[src/rtl/irq_pkg.sv]
// Shared constants and FSM state encoding for the interrupt latch.
package irq_pkg;

  localparam int N    = 8;
  localparam int ID_W = $clog2(N);

  typedef enum logic [1:0] {
    IDLE = 2'd0,
    REQ  = 2'd1,
    HOLD = 2'd2
  } state_t;

endpackage

[src/rtl/irq_latch_if.sv]
// Request/acknowledge bundle between the interrupt latch and its consumer.
interface irq_latch_if #(
  parameter int N    = irq_pkg::N,
  parameter int ID_W = irq_pkg::ID_W
);

  logic [N-1:0]    irq;
  logic [N-1:0]    mask;
  logic [N-1:0]    pend;
  logic [N-1:0]    ovf;
  logic            req;
  logic            ack;
  logic [ID_W-1:0] ack_id;
  logic            clr_ovf;

  modport slave (
    input  irq, mask, ack, ack_id, clr_ovf,
    output pend, req, ovf
  );

  modport master (
    output irq, mask, ack, ack_id, clr_ovf,
    input  pend, req, ovf
  );

endinterface

[src/rtl/sync_2ff.sv]
// Two-flop synchronizer for one asynchronous line.
module sync_2ff (
  input  logic i_clk,
  input  logic i_rst,
  input  logic i_d,
  output logic o_q
);

  logic r_s1;
  logic r_s2;

  // Shift the async input through two flops to settle metastability.
  always_ff @(posedge i_clk or posedge i_rst) begin
    if (i_rst) begin
      r_s1 <= 1'b0;
      r_s2 <= 1'b0;
    end else begin
      r_s1 <= i_d;
      r_s2 <= r_s1;
    end
  end

  assign o_q = r_s2;

endmodule

[src/rtl/irq_latch.sv]
// Edge-latching interrupt collector with a REQ/ack service handshake.
//
// state | meaning
// IDLE  | nothing offered; waits for any unmasked pending line
// REQ   | req=1, waiting for the consumer's ack (or for pend to vanish)
// HOLD  | one settle cycle for the downstream encoder after an ack
module irq_latch #(
  parameter int N    = irq_pkg::N,
  parameter int ID_W = irq_pkg::ID_W
) (
  input  logic       clk,
  input  logic       rst,
  irq_latch_if.slave bus
);

  import irq_pkg::*;

  logic [N-1:0] w_s2;
  logic [N-1:0] w_edge;
  logic [N-1:0] w_clr;
  logic [N-1:0] w_ovf_set;
  logic [N-1:0] w_pend;

  logic [N-1:0] r_s3;
  logic [N-1:0] r_pending;
  logic [N-1:0] r_ovf;
  logic         r_req;
  state_t       r_state;

  for (genvar g = 0; g < N; g++) begin : g_sync
    sync_2ff u_sync (
      .i_clk (clk),
      .i_rst (rst),
      .i_d   (bus.irq[g]),
      .o_q   (w_s2[g])
    );
  end

  // Delay the synchronized lines one cycle for rising-edge detection.
  always_ff @(posedge clk or posedge rst) begin
    if (rst) r_s3 <= '0;
    else     r_s3 <= w_s2;
  end

  assign w_edge = w_s2 & ~r_s3;

  // Decode the acknowledged line; only honoured in REQ, out-of-range ids decode to nothing.
  always_comb begin
    w_clr = '0;
    if (r_state == REQ && bus.ack) begin
      for (int i = 0; i < N; i++) begin
        if (bus.ack_id == ID_W'(i)) w_clr[i] = 1'b1;
      end
    end
  end

  // An edge on a line that stays pending is an overflow; a coinciding clear absorbs it.
  assign w_ovf_set = w_edge & r_pending & ~w_clr;

  // Pending latch: a new edge beats a same-cycle clear.
  always_ff @(posedge clk or posedge rst) begin
    if (rst) r_pending <= '0;
    else     r_pending <= (r_pending & ~w_clr) | w_edge;
  end

  // Sticky overflow flags: a new overflow beats a same-cycle clr_ovf.
  always_ff @(posedge clk or posedge rst) begin
    if (rst)              r_ovf <= '0;
    else if (bus.clr_ovf) r_ovf <= w_ovf_set;
    else                  r_ovf <= r_ovf | w_ovf_set;
  end

  // Mask is applied combinationally so the encoder sees changes immediately.
  assign w_pend = r_pending & ~bus.mask;

  // Service handshake FSM with registered req.
  always_ff @(posedge clk or posedge rst) begin
    if (rst) begin
      r_state <= IDLE;
      r_req   <= 1'b0;
    end else begin
      unique case (r_state)
        IDLE: begin
          if (|w_pend) begin
            r_state <= REQ;
            r_req   <= 1'b1;
          end
        end
        REQ: begin
          if (bus.ack) begin
            r_state <= HOLD;
            r_req   <= 1'b0;
          end else if (w_pend == '0) begin
            r_state <= IDLE;
            r_req   <= 1'b0;
          end
        end
        HOLD: begin
          r_state <= IDLE;
          r_req   <= 1'b0;
        end
        default: begin
          r_state <= IDLE;
          r_req   <= 1'b0;
        end
      endcase
    end
  end

  assign bus.pend = w_pend;
  assign bus.req  = r_req;
  assign bus.ovf  = r_ovf;

endmodule

[src/flat_wrapper.sv]
// flat-port wrapper written by rule: the top's interface ports become plain ports
module irq_latch_flat import irq_pkg::*;
#(
  parameter int N    = irq_pkg::N,
  parameter int ID_W = irq_pkg::ID_W
)
  (clk, rst, bus_irq, bus_mask, bus_ack, bus_ack_id, bus_clr_ovf, bus_pend, bus_req, bus_ovf);
  irq_latch_if #(.N(N), .ID_W(ID_W)) bus_i ();
  input  logic clk;
  input  logic rst;
  input wire logic [$bits(bus_i.irq)-1:0] bus_irq;
  input wire logic [$bits(bus_i.mask)-1:0] bus_mask;
  input wire logic [$bits(bus_i.ack)-1:0] bus_ack;
  input wire logic [$bits(bus_i.ack_id)-1:0] bus_ack_id;
  input wire logic [$bits(bus_i.clr_ovf)-1:0] bus_clr_ovf;
  output wire logic [$bits(bus_i.pend)-1:0] bus_pend;
  output wire logic [$bits(bus_i.req)-1:0] bus_req;
  output wire logic [$bits(bus_i.ovf)-1:0] bus_ovf;
  assign bus_i.irq = bus_irq;
  assign bus_i.mask = bus_mask;
  assign bus_i.ack = bus_ack;
  assign bus_i.ack_id = bus_ack_id;
  assign bus_i.clr_ovf = bus_clr_ovf;
  assign bus_pend = bus_i.pend;
  assign bus_req = bus_i.req;
  assign bus_ovf = bus_i.ovf;
  irq_latch #(.N(N), .ID_W(ID_W)) u_core (.clk(clk), .rst(rst), .bus(bus_i));
endmodule
[config.mk]
export PLATFORM = sky130hd
export DESIGN_NAME = irq_latch_flat
export DESIGN_NICKNAME = d
export VERILOG_FILES = /design/src/rtl/irq_pkg.sv /design/src/rtl/irq_latch_if.sv /design/src/rtl/sync_2ff.sv /design/src/rtl/irq_latch.sv /design/src/flat_wrapper.sv
export SDC_FILE = /design/constraint.sdc
export NUM_CORES = 1
export LEC_CHECK = 0
export ABC_CLOCK_PERIOD_IN_PS = 1070
export CAP_MARGIN = 20
export CORE_ASPECT_RATIO = 1.5
export CORE_MARGIN = 2
export CORE_UTILIZATION = 45
export CTS_BUF_LIST = sky130_fd_sc_hd__clkbuf_8
export DETAILED_ROUTE_END_ITERATION = 8
export PLACE_DENSITY_LB_ADDON = 0.25
export SETUP_SLACK_MARGIN = 0.02
export SLEW_MARGIN = 0
export SYNTH_ARGS = -nofsm -noshare
export SYNTH_HDL_FRONTEND = slang
export SYNTH_HIERARCHICAL = 1
export SYNTH_SLANG_ARGS = --single-unit
[constraint.sdc]
create_clock -name clk -period 1.07 [get_ports clk]
set_input_delay 0.214 -clock clk [delete_from_list [all_inputs] [get_ports clk]]
set_output_delay 0.214 -clock clk [all_outputs]
set_load 0.03 [all_outputs]
==> flow_metrics.tcl <==
set metrics [dict create \
    status "finished, violations left" \
    violations "setup timing" \
    initial_core_util_pct 46.53 \
    final.min_clock_period_ps 1302 \
    drc 0 \
    cts_made_buffers 5 \
    synth_xor_area_share_pct 0 \
    p_leak_uw 0.001178 \
    rsz0062_at_grt "true" \
    endpoint_kind "output pin" \
    viasPerCell 4.732 \
    core_um2 3351 \
    die_y_um 76.09 \
    power_uw 3800 \
    io_buffers 39 \
    htree_levels 2 \
    crit_path_max_incr_delay_ps 370 \
    gp_congestion 0.7086 \
    pwr-share-seq_pct 48.4 \
    first_pass_iters 4 \
    final_nets 219 \
    clk_pin_slew_ps 70 \
    worstPathArrival_ps 1090 \
    wl_per_cell_um 13.54 \
    fin_setup_tns_ps -2435 \
    synth.area.mux_share_pct 0 \
    syn_to_final_growth_pct 54.98 \
    grt_pass1_vias 1222 \
    p_switching_uw 1007 \
    grt_overflow_total 0 \
    antenna_left 0 \
    relSlewSlack_pct 78.64 \
    hold_class "primary input to asynchronous set/reset pin" \
    track_usage_pct 18.49 \
    yosysWarnings 6 \
    dieArea_um2 3961 \
    tightestPinTransition_ps 320.4 \
    synth_fp_nets 146 \
    clkPwrFrac_pct 28.4 \
    cp_slowest_cell "dfrtp_1" \
    num_antenna_cells 0 \
    intPower_uw 2793 \
    maxSlewViolCount 0 \
    final_cell_mix "43 x dfrtp_1, 23 x buf_4, 21 x buf_6, 20 x clkdlybuf4s50_1, 18 x inv_1" \
    p_per_area_nw_per_um2 1573 \
    multi_input_area_um2 476.7 \
    drv_cap 0 \
    path_cells "nor2b_4 > buf_6 > buf_6" \
    cp_common_cell "buf_6" \
    worstReg2RegStart "u_core/r_pending[2]" \
    vias 1131 \
    cts_buffer_depth 2 \
    synth_top_family_by_area "simple AND/OR/NAND/NOR gates" \
    drive_above_1_share_pct 41.12 \
    yosys.area_share.simple_pct 21.83 \
    crit_fanout 2 \
    pre_cts_slack_ps -471.1 \
    ir_drop_uv 1193 \
    grt_pass1_wl_mm 5.340 \
    layout_setup_ws_ps -232.4 \
    wl_mm 3.235 \
    finalCritPeriodShare_pct 121.7 \
    die_w_um 52.06 \
    cts-root-buf "clkbuf_8" \
    cts_sinks 43 \
    yosys-top-cells-area "dfrtp_1 69%, nand2_1 5.5%, nor2b_4 5.3%" \
    hold_viol_final 0 \
    antenna_found_initial 0 \
    finish.utilization_pct 72.11 \
    fmax_ghz 0.7678 \
    synth_fa_ha_area_share_pct 0 \
    cts_tree "built" \
    regArea_um2 1076 \
    final-setup-viol-count 25 \
    clkLatencyLatePin_ps 290 \
    syn_avg_cell_area_um2 12.67 \
    first_iter_violations 9 \
    grt_max_degree 28 \
    synthCells 123 \
    criticalPathCategory "register to output pin" \
    rows 26 \
    yosysTopAreaCellShare_pct 69.02 \
    syn-cell-area_um2 1559 \
    startpoint "u_core/r_pending[2]" \
    critPathLaunchType "register" \
    yosys.cell_types.count 17 \
    fill_cells 243 \
    top_level_ports 40 \
    p_comb_share_pct 23.2 \
    dp_hpwl_mm 2.390 \
    yosys.area.top_type "dfrtp_1" \
    critPathRequiredTime_ps 860 \
    synth_compound_area_share_pct 4.815 \
    switching_share_pct 26.50 \
    final_common_cell "dfrtp_1" \
    skew_ps 6.973 \
    ys_seq_elements 43 \
    synth-seq-area-share_pct 69.02 \
]
-- metrics by stage --
stage | cell area, µm² | std cells | hold WS [ps]
global placement | 2105 | 221 | 336.5
global route | 2416 | 239 | 275.3
CTS | 2354 | 235 | 259.4
finish | 2416 | 239 | 262.8
floorplan | 1560 | 123 | -44.82
detailed placement | 2105 | 221 | 335.6
-- critical path: cells and delay by family (launching register included) --
family	cells	cell delay (ps)
and+or+nand+nor	1	200
DFF	1	370
buffers and inverters	2	230
-- final timing paths --
path,end,cells past startpoint,slack (ps)
max reg2reg,u_core/bus.req,4,-190
max,bus_pend[2],3,-230
min in group clk,u_core/g_sync[4].u_sync/o_q,0,350
max in group asynchronous,u_core/r_s3[5],3,630
min,u_core/g_sync[0].u_sync/r_s1,3,260
min reg2reg,u_core/g_sync[4].u_sync/o_q,0,350
-- power groups by stage --
stage               Combinational (µW)  Clock, µW  Sequential [µW]
global placement                   710          0             1850
global route                       944       1210             1850
CTS                                850       1120             1840
finish                             882       1080             1840
detailed placement                 739          0             1860
floorplan                          283          0             1950
-- timing repair --
| action | 4_1_cts | 5_1_grt |
|---|---|---|
| hold buffers | 0 | 0 |
| endpoints found under the setup margin | 34 | 35 |
| resized for setup | 31 | 11 |
| pin swaps | 19 | 2 |
| buffers inserted | 6 | 4 |
| cloned | 0 | 0 |
-- cells in the mapped netlist --
cell       n
a21o_1     1
a221oi_1   2
and2b_1    1
and2b_2    1
and4b_1    1
and4bb_1   1
buf_1      1
dfrtp_1   43
inv_1     17
nand2_1   23
nand2b_1   9
nand3_1    2
nor2_1     3
nor2b_1    2
nor2b_4    6
nor4_4     2
o22ai_1    8
-- state kept, by name (all words and copies together), names as in the netlist --
| name | flops |
|---|---|
| u_core/bus.ovf | 8 |
| u_core/bus.req | 1 |
| u_core/g_sync.u_sync/o_q | 8 |
| u_core/g_sync.u_sync/r_s1 | 8 |
| u_core/r_pending | 8 |
| u_core/r_s3 | 8 |
| u_core/r_state | 2 |
-- layer usage --
layer	GRT usage, %	wire, µm	up-vias
met1	20.49	1228	550
met5	0	0	-
li1	-	-	541
met3	4.510	136	8
met2	31.90	1789	32
met4	8.684	80	0
-- cell families after synthesis --
| logic type | Yosys count |
|---|---|
| flip-flops | 43 |
| buffers and inverters | 18 |
| AND/OR/NAND/NOR | 51 |
| AO/OA/AOI/OAI | 11 |
-- final cells by class --
class                           instances  area share (%)
Timing Repair Buffer                   67           26.77
Tap cell                               42           2.175
Multi-Input combinational cell         62           19.73
Inverter                               17           2.641
Clock buffer                            7           3.988
Sequential cell                        43           44.54
Clock inverter                          1          0.1554
No activity file was read; power rests on OpenSTA's default activity.
